<file path="src/rtl/ch_avg_sched.sv">
// ch_avg_sched: issues grouped RAM reads to the channel-averaging datapath and tracks its outputs to completion.
// Optional DRAIN watchdog is built when CH_AVG_SCHED_WATCHDOG_EN is defined.
module ch_avg_sched #(
    parameter int ADDR_WIDTH = 8,
    parameter int GRP_WIDTH  = 8,
    parameter int TMO_CYCLES = 255
) (
    input  logic                  clk,
    input  logic                  rst,
    input  logic                  start,
    input  logic [ADDR_WIDTH-1:0] base_addr,
    input  logic [GRP_WIDTH-1:0]  num_groups,
    input  logic [1:0]            mode_cfg,
    input  logic                  ram_gnt,
    input  logic                  avg_out_vld,
    output logic                  ram_rd_en,
    output logic [ADDR_WIDTH-1:0] ram_addr,
    output logic                  sp_in_vld,
    output logic [1:0]            parallel_mode,
    output logic                  busy,
    output logic                  done,
    output logic                  err
);
    localparam int RW = GRP_WIDTH + 2;

    typedef enum logic [1:0] {IDLE, READ, DRAIN} state_t;

    state_t                state, state_nxt;
    logic [ADDR_WIDTH-1:0] addr_nxt;
    logic [RW-1:0]         rd_left, rd_left_nxt, ng_ext, rd_total;
    logic [GRP_WIDTH-1:0]  ng, ng_nxt, cnt, cnt_nxt, cnt_inc;
    logic [1:0]            pm_nxt;
    logic                  done_nxt, err_nxt, wd_exp;

    assign ng_ext    = RW'(num_groups);
    assign rd_total  = mode_cfg == 2'b01 ? ng_ext :
                       mode_cfg == 2'b10 ? ng_ext << 1 : (ng_ext << 1) + ng_ext;
    assign cnt_inc   = cnt + GRP_WIDTH'(avg_out_vld);
    assign busy      = state != IDLE;
    assign ram_rd_en = state == READ && ram_gnt;

`ifdef CH_AVG_SCHED_WATCHDOG_EN
    localparam int WW = $clog2(TMO_CYCLES + 1);
    logic [WW-1:0] wd;

    assign wd_exp = state == DRAIN && !avg_out_vld && wd == WW'(TMO_CYCLES - 1);

    // Count DRAIN cycles since entering DRAIN or since the last datapath output
    always_ff @(posedge clk or negedge rst)
        if (!rst) wd <= '0;
        else      wd <= (state != DRAIN || avg_out_vld) ? '0 : wd + WW'(1);
`else
    // Without the watchdog DRAIN never times out
    assign wd_exp = 1'b0 && TMO_CYCLES > 0;
`endif

    // Next-state and run bookkeeping; reads advance only on granted cycles
    always_comb begin
        state_nxt   = state;
        addr_nxt    = ram_addr;
        rd_left_nxt = rd_left;
        ng_nxt      = ng;
        cnt_nxt     = cnt;
        pm_nxt      = parallel_mode;
        done_nxt    = 1'b0;
        err_nxt     = 1'b0;
        case (state)
            IDLE: if (start) begin
                if (mode_cfg == 2'b00) err_nxt = 1'b1;
                else begin
                    pm_nxt = mode_cfg;
                    if (num_groups == '0) done_nxt = 1'b1;
                    else begin
                        state_nxt   = READ;
                        addr_nxt    = base_addr;
                        rd_left_nxt = rd_total;
                        ng_nxt      = num_groups;
                        cnt_nxt     = '0;
                    end
                end
            end
            READ: begin
                cnt_nxt = cnt_inc;
                if (ram_gnt) begin
                    addr_nxt    = ram_addr + ADDR_WIDTH'(1);
                    rd_left_nxt = rd_left - RW'(1);
                    if (rd_left == RW'(1)) state_nxt = DRAIN;
                end
            end
            DRAIN: begin
                cnt_nxt = cnt_inc;
                if (cnt_inc == ng) begin
                    state_nxt = IDLE;
                    done_nxt  = 1'b1;
                end else if (wd_exp) begin
                    state_nxt = IDLE;
                    err_nxt   = 1'b1;
                end
            end
            default: state_nxt = IDLE;
        endcase
    end

    // State registers; sp_in_vld mirrors the one-cycle RAM read latency
    always_ff @(posedge clk or negedge rst)
        if (!rst) begin
            state         <= IDLE;
            ram_addr      <= '0;
            rd_left       <= '0;
            ng            <= '0;
            cnt           <= '0;
            parallel_mode <= 2'b11;
            sp_in_vld     <= 1'b0;
            done          <= 1'b0;
            err           <= 1'b0;
        end else begin
            state         <= state_nxt;
            ram_addr      <= addr_nxt;
            rd_left       <= rd_left_nxt;
            ng            <= ng_nxt;
            cnt           <= cnt_nxt;
            parallel_mode <= pm_nxt;
            sp_in_vld     <= ram_rd_en;
            done          <= done_nxt;
            err           <= err_nxt;
        end
endmodule

</file>
<file path="config.mk">
export PLATFORM = sky130hd
export DESIGN_NAME = ch_avg_sched
export DESIGN_NICKNAME = d
export VERILOG_FILES = /design/src/rtl/ch_avg_sched.sv
export SDC_FILE = /design/constraint.sdc
export NUM_CORES = 1
export LEC_CHECK = 0
export BUFFER_PORTS_ARGS = -buffer_cell sky130_fd_sc_hd__buf_2
export CAP_MARGIN = 10
export CORE_MARGIN = 2
export CORE_UTILIZATION = 53
export DETAILED_ROUTE_END_ITERATION = 8
export PLACE_DENSITY = 0.82
export SLEW_MARGIN = 10
export SYNTH_ARGS = -nofsm -noshare
export SYNTH_HDL_FRONTEND = slang
export SYNTH_SLANG_ARGS = --single-unit
</file>
<file path="constraint.sdc">
create_clock -name clk -period 1.9 [get_ports clk]
set_input_delay 0.19 -clock clk [delete_from_list [all_inputs] [get_ports clk]]
set_output_delay 0.19 -clock clk [all_outputs]
set_load 0.02 [all_outputs]
</file>
==> results of run 1 <==
-- sequential cells by signal, indices dropped and copies added (netlist names) --
| signal | flops |
|---|---|
| ram_addr | 8 |
| done | 1 |
| state | 2 |
| cnt | 8 |
| rd_left | 10 |
| err | 1 |
| sp_in_vld | 1 |
| parallel_mode | 2 |
| ng | 8 |
-- logic make-up (layout without fill, tap and decap cells) --
family,count (synthesis),count (layout),synth area share
XOR/XNOR,14,14,0.0403
adder cells (fa/ha/maj),21,21,0.0889
buffers and inverters,32,112,0.0448
AO/OA/AOI/OAI,119,119,0.250
AND/OR/NAND/NOR,124,124,0.209
flip-flops,41,41,0.338
multiplexers,9,9,0.0296
-- layout make-up --
type,count,share of cell area
clock buffers,7,0.0221
flip-flops and latches,41,0.264
well taps,72,0.0231
multi-input cells,287,0.525
repair buffers,88,0.148
inverters,17,0.0173
-- cell usage in the layout (no fill, tap or decap), types with 14 or more instances in the layout --
cell type,Yosys,layout
a21oi_1,23,22
o21ai_0,39,31
nand2_1,37,35
buf_4,1,48
nor2_1,25,25
inv_1,17,14
ha_1,20,15
buf_2,2,37
dfrtp_1,39,37
-- stage by stage --
| step | hold slack (ns) | setup slack (ns) |
|---|---|---|
| after floorplan | -0.106 | -0.0488 |
| after global placement | 0.124 | -0.202 |
| after detailed placement | 0.132 | -0.239 |
| after CTS | 0.158 | -0.0882 |
| after global routing | 0.173 | -0.232 |
| final | 0.153 | -0.119 |
-- Yosys cell counts, types with 3 or more instances --
master    instances  area, sq um
o41ai_1           4         35.0
inv_1            17         63.8
xnor2_1          12          105
nor2b_1           8         50.1
nand2_1          37          139
dfrtp_1          39          976
a21oi_1          23          115
mux2i_1           9         90.1
clkbuf_1          9         33.8
and2_1            3         18.8
nand3_1          13         65.1
nand2b_1          3         18.8
o22ai_1           8         50.1
and3_1            7         43.8
nor4_1            3         18.8
nor3b_1           3         22.5
o21ai_0          39          195
nor2_1           25         93.8
nand4_1           4         25.0
nor3_1            7         35.0
o31ai_1           7         52.6
a211oi_1          4         30.0
o21a_1            3         22.5
a31oi_1           6         37.5
ha_1             20          250
-- final timing paths --
path | end | cells after the start | slack, ns | startpoint
max in group asynchronous | ng[6] | 3 | 1.04 | rst
worst min-delay path | ram_addr[7] | 3 | 0.15 | base_addr[7]
worst min register to register | parallel_mode[1] | 2 | 0.46 | parallel_mode[1]
worst max-delay path | state[0] | 6 | -0.12 | cnt[2]
worst max register to register | state[0] | 6 | -0.12 | cnt[2]
min in group asynchronous | cnt[5] | 2 | 0.33 | rst
-- tightest hold or removal path, cell delays in order --
cell,delay [ns]
buf_2,0.08
o22ai_1,0.05
a21oi_1,0.10
-- routing by layer --
layer  track usage  vias up  part of all wire
met3        0.0554       30             0.060
met4         0.144        0             0.039
met1         0.340     1457              0.41
met5             0        -                 0
met2         0.433      131              0.49
li1              -     1477                 -
-- report_power, final --
part | internal [mW] | switching (mW) | total [mW] | leakage (nW)
Sequential | 1.24 | 0.404 | 1.64 | 0.507
Clock | 0.288 | 0.308 | 0.596 | 0.0443
Combinational | 1.34 | 1.71 | 3.05 | 1.19
Total | 2.87 | 2.42 | 5.30 | 1.74
-- repair_timing --
item,in CTS,in global routing
pin swaps,2,14
buffers inserted,1,2
hold buffers,1,0
endpoints found under the setup margin,3,24
resized for setup,4,23
hold endpoints to repair,13,0
==> impl_metrics.toml, run 1 <==
[outcome]
status = "finished, violations left"
violations = "setup timing"

[finish]
final_core_util = 0.704
fin_cells = 512
final_area_sq_um = 3900
drive_above_1_share = 0.300
num_antenna_cells = 0
layout.nets = 484
final-seq-area_sq_um = 1030
syn_to_final_growth_pct = 28.3
fillers = 420
multi_input_area_sq_um = 2050

[drt]
routed_wl_mm = 8.25
drc = 0
via_per_inst = 6.04
wl_per_cell_microns = 16.1
dr.pass1.iters = 5
drt_iter0_markers = 180
postRouteAntennaNets = 0
vias = 3095

[sta]
fin_ws_ns = -0.119
slew_headroom = 0.686
fin_crit_sh = 1.06
hold_violations = 0
fin_tns_setup_ns = -0.207
fmax_ghz = 0.495
period_minus_slack_ns = 2.02
clock_skew_ns = 0.00534
tightest_slew_ns = 0.467
maxSlewViolCount = 0
setup_viol = 2
grt_setup_unrepaired = "yes"

[power_and_ir_drop]
power.density_nw_per_um2 = 1360
power.leakage_nw = 1.74
ir_drop_v = 0.000641
p_total_mw = 5.30

[die]
initial_utilization = 0.549
fp.dieH_microns = 79.8
die_area_sq_um = 6360
fp.coreArea_sq_um = 5540
die_x_microns = 79.8
ios = 38
fp-row-count = 27

[global_routing]
grt_pass1_wl_mm = 13.5
antenna_found_initial = 0
grt_pass1_vias = 2989
grt_util_all_layers = 0.269
grt_max_degree = 23
grt_overflow = 0

[yosys]
avgSynthCellArea_sq_um = 8.45
synth.cell_area_sq_um = 3040
yosysSeqAreaShare = 0.338
synth.ff_latch_count = 41
synth_cells = 360
yosys_warnings = 0
synthArstFlopShare = 1.00
synth_flop_cell = "dfrtp_1"
syn_nets = 404
synth_edf_count = 0
yosysUniqueCellTypes = 60

[place]
port_buffers = 37
place_congestion = 0.935
dpl.hpwl_mm = 6.00
placed_cell_area_sq_um = 3650
place_inst = 501

[setup_path]
slowest_stage = "dfrtp_1"
crit_chain = "xnor2_1 -> xnor2_1 -> nand3_1 -> a211o_1 -> o21a_1 -> o41ai_2"
cp_max_fo = 6
critPathTopFamily = "compound AO/OA/AOI/OAI gates"
start_kind = "flop"
path_buf_inv = 0
cp-end-kind = "flop"
crit_arrival_ns = 2.22
crit_type = "reg -> reg"
slowest_delay_ns = 0.50
required_ns = 2.10
cp_common_cell = "xnor2_1"

[clocking]
cts_buffers = 5
cts_max_level = 2
clkTransAtPathRegs_ns = 0.08
clk_latency_ns = 0.30
cts_tree = "done"
cts-root-buf = "clkbuf_8"
clock_path_buffers = 2
clock-sinks = 41

[min_path]
hold_class = "in -> reg"

[flow_run]
cap_violations = 0
Power figures use the tool's default switching activity.
==> run 2: changes to the inputs <==
--- a/config.mk
+++ b/config.mk
@@ -8,9 +8,10 @@
 export BUFFER_PORTS_ARGS = -buffer_cell sky130_fd_sc_hd__buf_2
 export CAP_MARGIN = 10
 export CORE_MARGIN = 2
-export CORE_UTILIZATION = 53
+export CORE_UTILIZATION = 55
+export CTS_BUF_LIST = sky130_fd_sc_hd__clkbuf_4 sky130_fd_sc_hd__clkbuf_8
 export DETAILED_ROUTE_END_ITERATION = 8
-export PLACE_DENSITY = 0.82
+export PLACE_DENSITY = 0.84
 export SLEW_MARGIN = 10
 export SYNTH_ARGS = -nofsm -noshare
 export SYNTH_HDL_FRONTEND = slang
==> impl_metrics.toml, run 2 (synthesis results as in run 1) <==
[outcome]
status = "finished, violations left"
violations = "setup timing"

[drt]
dr.pass1.iters = 5
wl_per_cell_microns = 15.8
drc = 0
routed_wl_mm = 8.09
via_per_inst = 6.11
drt_iter0_markers = 217
postRouteAntennaNets = 0
vias = 3133

[finish]
drive_above_1_share = 0.299
top_register = "rd_left"
layout.nets = 484
fillers = 402
final-seq-area_sq_um = 1030
layout_commonest_cell = "buf_4"
num_antenna_cells = 0
syn_to_final_growth_pct = 29.2
final_cell_mix = "49 x buf_4, 37 x dfrtp_1, 37 x buf_2, 35 x nand2_1, 29 x o21ai_0"
multi_input_area_sq_um = 2070
final_area_sq_um = 3930
fin_cells = 513
largest_reg_flops = 10
final_core_util = 0.723

[clocking]
clk_latency_ns = 0.30
clkTransAtPathRegs_ns = 0.08
cts_buffers = 5
cts_max_level = 2
clock_path_buffers = 2
cts_tree = "done"
clock-sinks = 41
cts-root-buf = "clkbuf_8"

[sta]
maxSlewViolCount = 0
fin_crit_sh = 1.06
grt_setup_unrepaired = "yes"
clock_skew_ns = 0.00795
period_minus_slack_ns = 2.02
setup_viol = 3
tightest_slew_ns = 0.530
fmax_ghz = 0.496
fin_ws_ns = -0.116
slew_headroom = 0.647
hold_violations = 0

[setup_path]
critPathTopFamily = "compound AO/OA/AOI/OAI gates"
crit_start = "cnt[3]"
regToRegStartpoint = "cnt[3]"
cp_max_fo = 6
required_ns = 2.08
path_buf_inv = 0
cp_common_cell = "o41ai_2"
regToRegSetupSlack_ns = -0.12
crit_end = "state[0]"
cp-end-kind = "flop"
cp_num_cells = 6
crit_chain = "nand4_1 -> xnor2_1 -> nand2_1 -> a211o_4 -> o41ai_2 -> o41ai_2"
crit_arrival_ns = 2.20
r2r_cells = 6
crit_type = "reg -> reg"
slowest_stage = "dfrtp_1"
reg2reg_to = "state[0]"
start_kind = "flop"
slowest_delay_ns = 0.50

[die]
die_area_sq_um = 6140
ios = 38
fp.dieH_microns = 78.4
fp-row-count = 27
fp.coreArea_sq_um = 5440
die_x_microns = 78.4
initial_utilization = 0.559

[min_path]
hold_class = "in -> reg"

[flow_run]
cap_violations = 0

[place]
port_buffers = 37
place_congestion = 0.964
placed_cell_area_sq_um = 3650
dpl.hpwl_mm = 5.86
place_inst = 501

[power_and_ir_drop]
power.density_nw_per_um2 = 1360
ir_drop_v = 0.000608
power.leakage_nw = 1.76

[global_routing]
grt_pass1_wl_mm = 13.1
grt_max_degree = 42
antenna_found_initial = 0
grt_overflow = 0
gr-usage-met2 = 0.440
busiest_layer = "met2"
grt_util_all_layers = 0.267
grt_pass1_vias = 2922
use_met1 = 0.350
met3_usage = 0.0425
run 2: cell types whose count changed in the layout (fill, tap and decap cells not counted), moves of 2 or more:
cell | previous run | this run
ha_1 | 15 | 17
ha_2 | 2 | 0
o21ai_0 | 31 | 29
o21ai_1 | 7 | 9
run 2: worst min-delay path, delay by kind of cell:
family | cells | cell delay [ns]
AO/OA/AOI/OAI | 2 | 0.15
buffers and inverters | 1 | 0.07
run 2: cell type report:
type                       count  area share
inverter                      17      0.0172
clock inverter                 1     0.00127
clock buffer                   7      0.0245
timing repair buffer          88       0.146
multi-input combinational    287       0.526
tap                           72      0.0229
sequential                    41       0.262
run 2: where the power goes:
| group | switching, mW | internal, mW | leakage (nW) |
|---|---|---|---|
| Sequential | 0.378 | 1.24 | 0.506 |
| Combinational | 1.73 | 1.35 | 1.20 |
| Clock | 0.305 | 0.328 | 0.0542 |
run 2: worst min path at each step:
stage,from,endpoint,slack [ns],cells after the start
2_1_floorplan,rst,cnt[0],-0.11,0
3_3_place_gp,rst,cnt[0],0.29,2
3_5_place_dp,rst,ng[2],0.29,2
4_1_cts,base_addr[6],ram_addr[6],0.15,3
5_1_grt,base_addr[5],ram_addr[5],0.16,3
6_report,base_addr[6],ram_addr[6],0.15,3
run 2: repair_timing:
item | 4_1_cts | 5_1_grt
hold buffers | 1 | 0
resized for setup | 7 | 21
buffers inserted | 1 | 2
endpoints found under the setup margin | 3 | 26
pin swaps | 9 | 7
endpoints found under the hold margin | 39 | 0
run 2: routing by layer:
metal,up-vias,part of all wire,wire (microns)
met3,18,0.051,414
met2,123,0.49,3980
met5,-,0,0
met1,1511,0.43,3450
li1,1481,-,-
met4,0,0.029,235
run 2: metrics by stage:
stage / hold WS, ns / TNS [ns] / setup WS [ns] / total power [mW]
2_1_floorplan: -0.106 / -0.190 / -0.0488 / 3.54
3_3_place_gp: 0.288 / -0.308 / -0.179 / 4.24
3_5_place_dp: 0.287 / -1.06 / -0.222 / 4.37
4_1_cts: 0.150 / -0.0222 / -0.0222 / 5.08
5_1_grt: 0.160 / -0.528 / -0.224 / 5.74
6_report: 0.148 / -0.225 / -0.116 / 5.33
==> run 3: changes to the inputs <==
--- a/config.mk
+++ b/config.mk
@@ -11,7 +11,7 @@
 export CORE_UTILIZATION = 55
 export CTS_BUF_LIST = sky130_fd_sc_hd__clkbuf_4 sky130_fd_sc_hd__clkbuf_8
 export DETAILED_ROUTE_END_ITERATION = 8
-export PLACE_DENSITY = 0.84
+export PLACE_DENSITY = 0.75
 export SLEW_MARGIN = 10
 export SYNTH_ARGS = -nofsm -noshare
 export SYNTH_HDL_FRONTEND = slang
==> impl_metrics.toml, run 3 (synthesis results as in run 1) <==
[min_path]
whs_path_depth = 3
holdPathEnd = "ram_addr[2]"
hold_class = "in -> reg"
min-delay-start = "base_addr[2]"

[finish]
final-seq-area_sq_um = 1030
largest_reg_flops = 10
fillers = 431
final_core_util = 0.718
drive_above_1_share = 0.289
top_register = "rd_left"
layout.nets = 483
multi_input_area_sq_um = 2020
syn_to_final_growth_pct = 28.3
final_cell_mix = "47 x buf_4, 37 x dfrtp_1, 37 x buf_2, 35 x nand2_1, 29 x o21ai_0"
layout_commonest_cell = "buf_4"
num_antenna_cells = 0

[die]
fp.coreArea_sq_um = 5440
fp-row-count = 27
die_area_sq_um = 6140
initial_utilization = 0.559
die_x_microns = 78.4
fp.dieH_microns = 78.4
ios = 38

[place]
port_buffers = 37
place_congestion = 0.863
dpl.hpwl_mm = 5.89

[setup_path]
crit_chain = "ha_4 -> xor2_2 -> xnor2_1 -> nand3_1 -> a211o_1 -> o21a_1 -> o41ai_2"
cp-end-kind = "flop"
reg2reg_to = "state[0]"
slowest_stage = "dfrtp_2"
required_ns = 2.10
start_kind = "flop"
slowest_delay_ns = 0.45
path_buf_inv = 0
r2r_cells = 7
regToRegSetupSlack_ns = -0.03
crit_type = "reg -> reg"
regToRegStartpoint = "cnt[0]"
critPathTopFamily = "compound AO/OA/AOI/OAI gates"
cp_max_fo = 4
crit_arrival_ns = 2.13

[sta]
grt_setup_unrepaired = "yes"
fin_crit_sh = 1.01
hold_violations = 0
tightest_slew_ns = 0.487
hold_slack_ns = 0.163
clock_skew_ns = 0.00959
maxSlewViolCount = 0
fmax_ghz = 0.519
period_minus_slack_ns = 1.93
setup_viol = 3
fin_ws_ns = -0.0281
slew_headroom = 0.675

[flow_run]
cap_violations = 0

[global_routing]
grt_max_degree = 23
grt_overflow = 0
grt_pass1_wl_mm = 13.2
grt_pass1_vias = 2847
antenna_found_initial = 0
grt_util_all_layers = 0.270

[clocking]
clock_path_buffers = 2
cts_max_level = 2
cts_tree = "done"
cts_buffers = 5
clkTransAtPathRegs_ns = 0.08
clk_latency_ns = 0.30
cts-root-buf = "clkbuf_8"
clock-sinks = 41

[power_and_ir_drop]
power.density_nw_per_um2 = 1320
ir_drop_v = 0.000699
power.leakage_nw = 1.75
p_total_mw = 5.16

[drt]
postRouteAntennaNets = 0
drc = 0
routed_wl_mm = 7.59
wl_per_cell_microns = 14.8
dr.pass1.iters = 4
vias = 2940
via_per_inst = 5.74
drt_iter0_markers = 150

[outcome]
status = "finished, violations left"
violations = "setup timing"
-- run 3: worst register-to-register path, cell delays in order, from the launching register on --
cell     delay, ns
dfrtp_2       0.45
ha_4          0.19
xor2_2        0.15
xnor2_1       0.16
nand3_1       0.11
a211o_1       0.31
o21a_1        0.20
o41ai_2       0.27
-- run 3: report_power, final --
group | switching (mW) | internal, mW | leakage (nW)
clock | 0.309 | 0.329 | 0.0542
sequential | 0.376 | 1.24 | 0.506
combinational | 1.62 | 1.29 | 1.19
total | 2.31 | 2.86 | 1.75
-- run 3: metrics by stage --
step | cells | setup WS (ns) | cell area (sq um) | TNS (ns)
after global placement | 502 | -0.175 | 3680 | -1.73
after global routing | 512 | -0.113 | 3900 | -0.290
after detailed placement | 502 | -0.256 | 3680 | -2.76
after floorplan | 360 | -0.0488 | 3130 | -0.190
final | 512 | -0.0281 | 3900 | -0.0558
after CTS | 512 | -0.0178 | 3870 | -0.0305
-- run 3: how the worst max path moves through the flow --
stage	from	endpoint	depth (start not counted)
6_report	cnt[0]	state[0]	7
4_1_cts	cnt[0]	state[0]	7
3_3_place_gp	num_groups[0]	rd_left[7]	9
3_5_place_dp	num_groups[0]	rd_left[7]	9
2_1_floorplan	state[1]	rd_left[8]	10
5_1_grt	cnt[0]	state[0]	7
-- run 3: final cells by class --
type / count / area share
multi-input combinational: 287 / 0.519
tap: 72 / 0.0231
clock inverter: 1 / 0.00128
sequential: 41 / 0.264
clock buffer: 7 / 0.0247
timing repair buffer: 87 / 0.151
inverter: 17 / 0.0173
-- run 3: metal layers --
metal,track usage,share of wire
met5,0,0
met4,0.109,0.028
met3,0.0345,0.037
met2,0.441,0.48
met1,0.364,0.45
-- run 3: repair_timing --
| item | 4_1_cts | 5_1_grt |
|---|---|---|
| resized for setup | 11 | 11 |
| endpoints found under the hold margin | 19 | 0 |
| hold buffers | 1 | 0 |
| buffers inserted | 1 | 0 |
| setup endpoints to repair | 3 | 26 |
| pin swaps | 8 | 6 |
